===== config.mk =====
export PLATFORM = sky130hd
export DESIGN_NAME = max7219_chain_receiver
export DESIGN_NICKNAME = d
export VERILOG_FILES = /design/src/rtl/max7219_pkg.sv /design/src/rtl/max7219_regfile.sv /design/src/rtl/max7219_chain_receiver.sv
export SDC_FILE = /design/constraint.sdc
export NUM_CORES = 1
export LEC_CHECK = 0
export ABC_AREA = 1
export CAP_MARGIN = 20
export CORE_ASPECT_RATIO = 0.7
export CORE_UTILIZATION = 52
export CTS_CLUSTER_DIAMETER = 100
export DETAILED_ROUTE_END_ITERATION = 12
export PLACE_DENSITY = 0.8
export SETUP_SLACK_MARGIN = 0.4
export SLEW_MARGIN = 20
export SYNTH_ARGS = -nofsm -noshare
export SYNTH_HDL_FRONTEND = slang
export SYNTH_HIERARCHICAL = 1
export SYNTH_SLANG_ARGS = --single-unit

===== constraint.sdc =====
create_clock -name sck -period 3.2 [get_ports sck]
set_input_delay 0.64 -clock sck [delete_from_list [all_inputs] [get_ports sck]]
set_output_delay 0.64 -clock sck [all_outputs]
set_load 0.01 [all_outputs]

===== src/rtl/max7219_pkg.sv =====
// Shared constants for the MAX7219 chain receiver: word width, register
// addresses and per-device reset values.
package max7219_pkg;

  localparam int unsigned WORD_W = 16;

  localparam logic [3:0] ADDR_NOOP      = 4'h0;
  localparam logic [3:0] ADDR_DIGIT0    = 4'h1;
  localparam logic [3:0] ADDR_DIGIT1    = 4'h2;
  localparam logic [3:0] ADDR_DIGIT2    = 4'h3;
  localparam logic [3:0] ADDR_DIGIT3    = 4'h4;
  localparam logic [3:0] ADDR_DIGIT4    = 4'h5;
  localparam logic [3:0] ADDR_DIGIT5    = 4'h6;
  localparam logic [3:0] ADDR_DIGIT6    = 4'h7;
  localparam logic [3:0] ADDR_DIGIT7    = 4'h8;
  localparam logic [3:0] ADDR_DECODE    = 4'h9;
  localparam logic [3:0] ADDR_INTENSITY = 4'hA;
  localparam logic [3:0] ADDR_SCANLIM   = 4'hB;
  localparam logic [3:0] ADDR_SHUTDOWN  = 4'hC;
  localparam logic [3:0] ADDR_TEST      = 4'hF;

  localparam logic [7:0] RST_DIGIT      = '0;
  localparam logic [7:0] RST_DECODE     = '0;
  localparam logic [3:0] RST_INTENSITY  = '0;
  localparam logic [2:0] RST_SCANLIM    = '0;
  localparam logic       RST_SHUTDOWN_N = 1'b0;
  localparam logic       RST_TEST       = 1'b0;

  function automatic logic is_digit_addr(input logic [3:0] addr);
    return (addr >= ADDR_DIGIT0) && (addr <= ADDR_DIGIT7);
  endfunction

endpackage


===== src/rtl/max7219_regfile.sv =====
// Register file of a single MAX7219 device: decodes one 16-bit word on a
// load strobe and holds the digit and control registers.
module max7219_regfile
  import max7219_pkg::*;
(
  input  logic              i_clk,
  input  logic              i_rst,
  input  logic              i_load,
  input  logic [WORD_W-1:0] i_word,
  output logic [63:0]       o_digit,
  output logic [7:0]        o_decode_mode,
  output logic [3:0]        o_intensity,
  output logic [2:0]        o_scan_limit,
  output logic              o_shutdown_n,
  output logic              o_display_test
);

  logic [7:0] r_digit [8];
  logic [7:0] r_decode_mode;
  logic [3:0] r_intensity;
  logic [2:0] r_scan_limit;
  logic       r_shutdown_n;
  logic       r_display_test;

  logic [3:0] w_addr;
  logic [7:0] w_dat;
  logic [3:0] w_digit_off;
  logic [2:0] w_digit_idx;

  // word[15:12] carries no meaning on the real part and is dropped here
  assign w_addr      = i_word[11:8];
  assign w_dat       = i_word[7:0];
  assign w_digit_off = w_addr - ADDR_DIGIT0;
  assign w_digit_idx = w_digit_off[2:0];

  always_ff @(posedge i_clk or posedge i_rst) begin
    if (i_rst) begin
      for (int unsigned i = 0; i < 8; i++) r_digit[i] <= RST_DIGIT;
      r_decode_mode  <= RST_DECODE;
      r_intensity    <= RST_INTENSITY;
      r_scan_limit   <= RST_SCANLIM;
      r_shutdown_n   <= RST_SHUTDOWN_N;
      r_display_test <= RST_TEST;
    end else if (i_load) begin
      if (is_digit_addr(w_addr)) r_digit[w_digit_idx] <= w_dat;
      case (w_addr)
        ADDR_DECODE:    r_decode_mode  <= w_dat;
        ADDR_INTENSITY: r_intensity    <= w_dat[3:0];
        ADDR_SCANLIM:   r_scan_limit   <= w_dat[2:0];
        ADDR_SHUTDOWN:  r_shutdown_n   <= w_dat[0];
        ADDR_TEST:      r_display_test <= w_dat[0];
        default: ;
      endcase
    end
  end

  always_comb begin
    o_digit = '0;
    for (int unsigned i = 0; i < 8; i++) o_digit[8*i +: 8] = r_digit[i];
  end

  assign o_decode_mode  = r_decode_mode;
  assign o_intensity    = r_intensity;
  assign o_scan_limit   = r_scan_limit;
  assign o_shutdown_n   = r_shutdown_n;
  assign o_display_test = r_display_test;

endmodule


===== src/rtl/max7219_chain_receiver.sv =====
// Receiving end of a chain of N_DEV MAX7219 devices: shift register, bit
// counter, cs edge detect. Define MAX7219_STRICT_LEN_EN to drop short frames.
module max7219_chain_receiver
  import max7219_pkg::*;
#(
  parameter int unsigned N_DEV = 2,
  parameter int unsigned CNT_W = 6
) (
  input  logic                 sck,
  input  logic                 rst,
  input  logic                 mosi,
  input  logic                 cs,
  output logic                 dout,
  output logic                 frame_valid,
  output logic                 frame_err,
  output logic [N_DEV*64-1:0]  digit,
  output logic [N_DEV*8-1:0]   decode_mode,
  output logic [N_DEV*4-1:0]   intensity,
  output logic [N_DEV*3-1:0]   scan_limit,
  output logic [N_DEV-1:0]     shutdown_n,
  output logic [N_DEV-1:0]     display_test
);

  localparam int unsigned SR_W = WORD_W * N_DEV;

  logic [SR_W-1:0]  r_sreg;
  logic [CNT_W-1:0] r_count;
  logic             r_cs_q;
  logic             r_frame_valid;
  logic             r_frame_err;

  logic w_rise;
  logic w_short;
  logic w_load;

  assign w_rise  = cs & ~r_cs_q;
  assign w_short = r_count < CNT_W'(SR_W);

`ifdef MAX7219_STRICT_LEN_EN
  assign w_load = w_rise & ~w_short;
`else
  assign w_load = w_rise;
`endif

  // The shift register is deliberately kept across frames, like the real chip
  always_ff @(posedge sck or posedge rst) begin
    if (rst) begin
      r_sreg        <= '0;
      r_count       <= '0;
      r_cs_q        <= 1'b1;
      r_frame_valid <= 1'b0;
      r_frame_err   <= 1'b0;
    end else begin
      r_cs_q        <= cs;
      r_frame_valid <= w_rise;
      r_frame_err   <= w_rise & w_short;
      if (!cs) begin
        r_sreg <= {r_sreg[SR_W-2:0], mosi};
        if (r_count != '1) r_count <= r_count + 1'b1;
      end else if (w_rise) begin
        r_count <= '0;
      end
    end
  end

  assign dout        = r_sreg[SR_W-1];
  assign frame_valid = r_frame_valid;
  assign frame_err   = r_frame_err;

  for (genvar k = 0; k < N_DEV; k++) begin : g_dev
    max7219_regfile u_regfile (
      .i_clk          (sck),
      .i_rst          (rst),
      .i_load         (w_load),
      .i_word         (r_sreg[WORD_W*k +: WORD_W]),
      .o_digit        (digit[64*k +: 64]),
      .o_decode_mode  (decode_mode[8*k +: 8]),
      .o_intensity    (intensity[4*k +: 4]),
      .o_scan_limit   (scan_limit[3*k +: 3]),
      .o_shutdown_n   (shutdown_n[k]),
      .o_display_test (display_test[k])
    );
  end

endmodule


==> impl_metrics.json <==
{
  "grt_pass1_vias": 6440,
  "combPwrFrac": 0.327,
  "cp_max_fo": 36,
  "worstPathArrival_ns": 2.94,
  "slew_headroom": 0.5952,
  "ys_warn_count": 6,
  "synth_top_family_by_area": "simple AND/OR/NAND/NOR gates",
  "grt_remaining_overflow": 0,
  "hpwl_mm": 14.11,
  "slew_violations": 0,
  "clkPwrFrac": 0.241,
  "cts_tree": "built",
  "ir_drop_v": 0.0004475,
  "finalClockSkew_ns": 0.01709,
  "grt_max_degree": 42,
  "io_pins": 169,
  "holdBufCountCts": 0,
  "syn_area_per_cell_um2": 9.172,
  "synthDistinctLibCells": 23,
  "final_util": 0.6988,
  "power_density_nw_per_um2": 820.1,
  "synthesis.area_um2": 8631,
  "synthToLayoutAreaGrowth_pct": 28.20,
  "p_int_mw": 6.061,
  "wl_per_cell_um": 15.65,
  "worst_slew_pin_slew_ns": 0.6064,
  "maxCapViolCount": 0,
  "antenna_found_initial": 0,
  "worstSetupEndpointType": "flop",
  "fin_tns_setup_ns": 0,
  "drt_wl_total_mm": 20.82,
  "p_leak_nw": 5.558,
  "grt.total_usage": 0.2516,
  "ant_nets": 0,
  "cts_setup_buffers": 0,
  "initial_core_util": 0.5451,
  "drc": 0,
  "outcome": "finished, final reports clean",
  "rrSetupSlack_ns": 0.90,
  "design.core.area_um2": 15830,
  "grt_pass1_wl_mm": 33.71,
  "postSynthNetCount": 956,
  "yosysTopAreaCellShare": 0.5857,
  "clkLatencyLatePin_ns": 0.49,
  "gp_congestion": 0.8026,
  "final_cell_mix": "366 x nand2_1, 202 x dfrtp_1, 168 x clkdlybuf4s50_1",
  "ys_seq_area_frac": 0.5887,
  "io_buffers": 168,
  "routed_via_density": 5.189,
  "clkSinkCount": 203,
  "die_area_um2": 17130,
  "fp.dieW_um": 156.0,
  "rows": 38,
  "mostFrequentLayoutCell": "nand2_1",
  "rsz0062_at_grt": "no",
  "cts_resized": 0,
  "cts_max_path_buffers": 3,
  "period_share": 0.8035,
  "die_height_um": 109.8,
  "syn_inst": 941,
  "period_needed_ns": 2.571,
  "p_sw_mw": 3.013,
  "required_ns": 3.57,
  "yosys.area.top_type": "dfrtp_1",
  "h-tree-depth": 1,
  "synth_mux_area_frac": 0,
  "hold_viol": 0,
  "synth_seq_cells": 203,
  "total_power_mw": 9.074,
  "synth_compound_area_frac": 0.03668,
  "setup_viol": 0,
  "clkTransAtPathRegs_ns": 0.07,
  "cts_buffers": 19,
  "switching_share": 0.3321,
  "p_seq_frac": 0.432,
  "fin_nets": 1114,
  "hold_class": "reg2reg",
  "critPathLaunchType": "input pin",
  "layout-drive-gt1-share": 0.08559,
  "drtIter0Drc": 644,
  "synth_adder_area_share": 0.01595,
  "cts_root_buf": "clkbuf_16",
  "vias": 6901,
  "critPathKind": "in2reg",
  "fmax_mhz": 388.9,
  "synth_top_cells_by_area": "dfrtp_1 59%, nand2_1 16%, nand3_1 8.5%",
  "drt-pass1-iter-count": 5,
  "diodes": 0,
  "synthSimpleGateAreaFrac": 0.3095,
  "synth-xor-area-share": 0
}
[state kept, by name, indices dropped and copies added, names as in the netlist]
name                            flops
g_dev.u_regfile/o_decode_mode      16
g_dev.u_regfile/o_scan_limit        6
r_cs_q                              1
g_dev.u_regfile/o_digit           128
g_dev.u_regfile/o_intensity         8
frame_valid                         1
r_sreg                             32
g_dev.u_regfile/o_shutdown_n        2
g_dev.u_regfile/o_display_test      2
r_count                             6
frame_err                           1
[power groups by stage]
stage                     clock network, mW  logic, mW  registers [mW]
after floorplan                           0       1.16            4.04
after global placement                    0       2.91            3.94
after detailed placement                  0       2.97            3.94
after CTS                              2.23       2.99            3.91
after global routing                   2.34       3.25            4.00
final                                  2.19       2.97            3.92
[cell families (layout without fill, tap and decap cells)]
group,count (synthesis),after routing
flops,203,203
simple gates,577,577
fa+ha+maj,11,11
buf+inv,88,257
compound gates,62,62
[layer usage]
metal	GRT usage	wire length (µm)	up-vias
met3	0.03587	1237	19
met4	0.05322	242	0
met1	0.3952	10170	3344
li1	-	-	3335
met2	0.3696	9173	203
met5	0	0	-
[layout make-up]
class                   instances  area, µm²
flip-flops and latches        203       5081
fillers                      1213       4768
multi-input cells             650       3126
repair buffers                179       1814
clock buffers                  26      531.8
well taps                     220      275.3
inverters                      46      173.9
clock inverters                 6      62.56
[synthesized netlist by cell type, drive strengths merged]
cell,count
buf,20
ha,11
nand3b,2
clkbuf,22
or2,1
o21bai,1
o21ai,56
a21oi,5
dfstp,1
nand2,386
dfrtp,202
nor2,32
inv,46
nand3,156
[worst paths after layout]
path                                           startpoint  cells after the start                                 end
max in group asynchronous                             rst                      3  g_dev[1].u_regfile/o_scan_limit[0]
max                                                    cs                     12      g_dev[1].u_regfile/o_digit[49]
min reg2reg                g_dev[1].u_regfile/o_digit[22]                      2      g_dev[1].u_regfile/o_digit[22]
min in group asynchronous                             rst                      2      g_dev[1].u_regfile/o_digit[57]
max reg2reg                                     r_sreg[8]                      8      g_dev[0].u_regfile/o_digit[52]
min                        g_dev[1].u_regfile/o_digit[22]                      2      g_dev[1].u_regfile/o_digit[22]
[critical path, stage by stage]
cell and delay [ns]:
clkdlybuf4s50_1 0.49, inv_2 0.04, or2_1 0.31, inv_1 0.28, nand2_1 0.15, nor2_4 0.19
nand2_2 0.09, nand2_4 0.25, buf_12 0.24, nand2_4 0.11, nand2_1 0.08, nand2_1 0.05
[per-stage QoR]
stage	cell area [µm²]	setup WS, ns	hold WS (ns)	cells
after floorplan	8631	0.4799	0.4534	941
after global placement	10470	0.2070	0.4539	1298
after detailed placement	10470	0.1315	0.4570	1298
after CTS	11060	0.6284	0.4733	1330
after global routing	11060	0.4707	0.4863	1330
final	11060	0.6289	0.4689	1330
No activity file was read; power rests on OpenSTA's default activity.
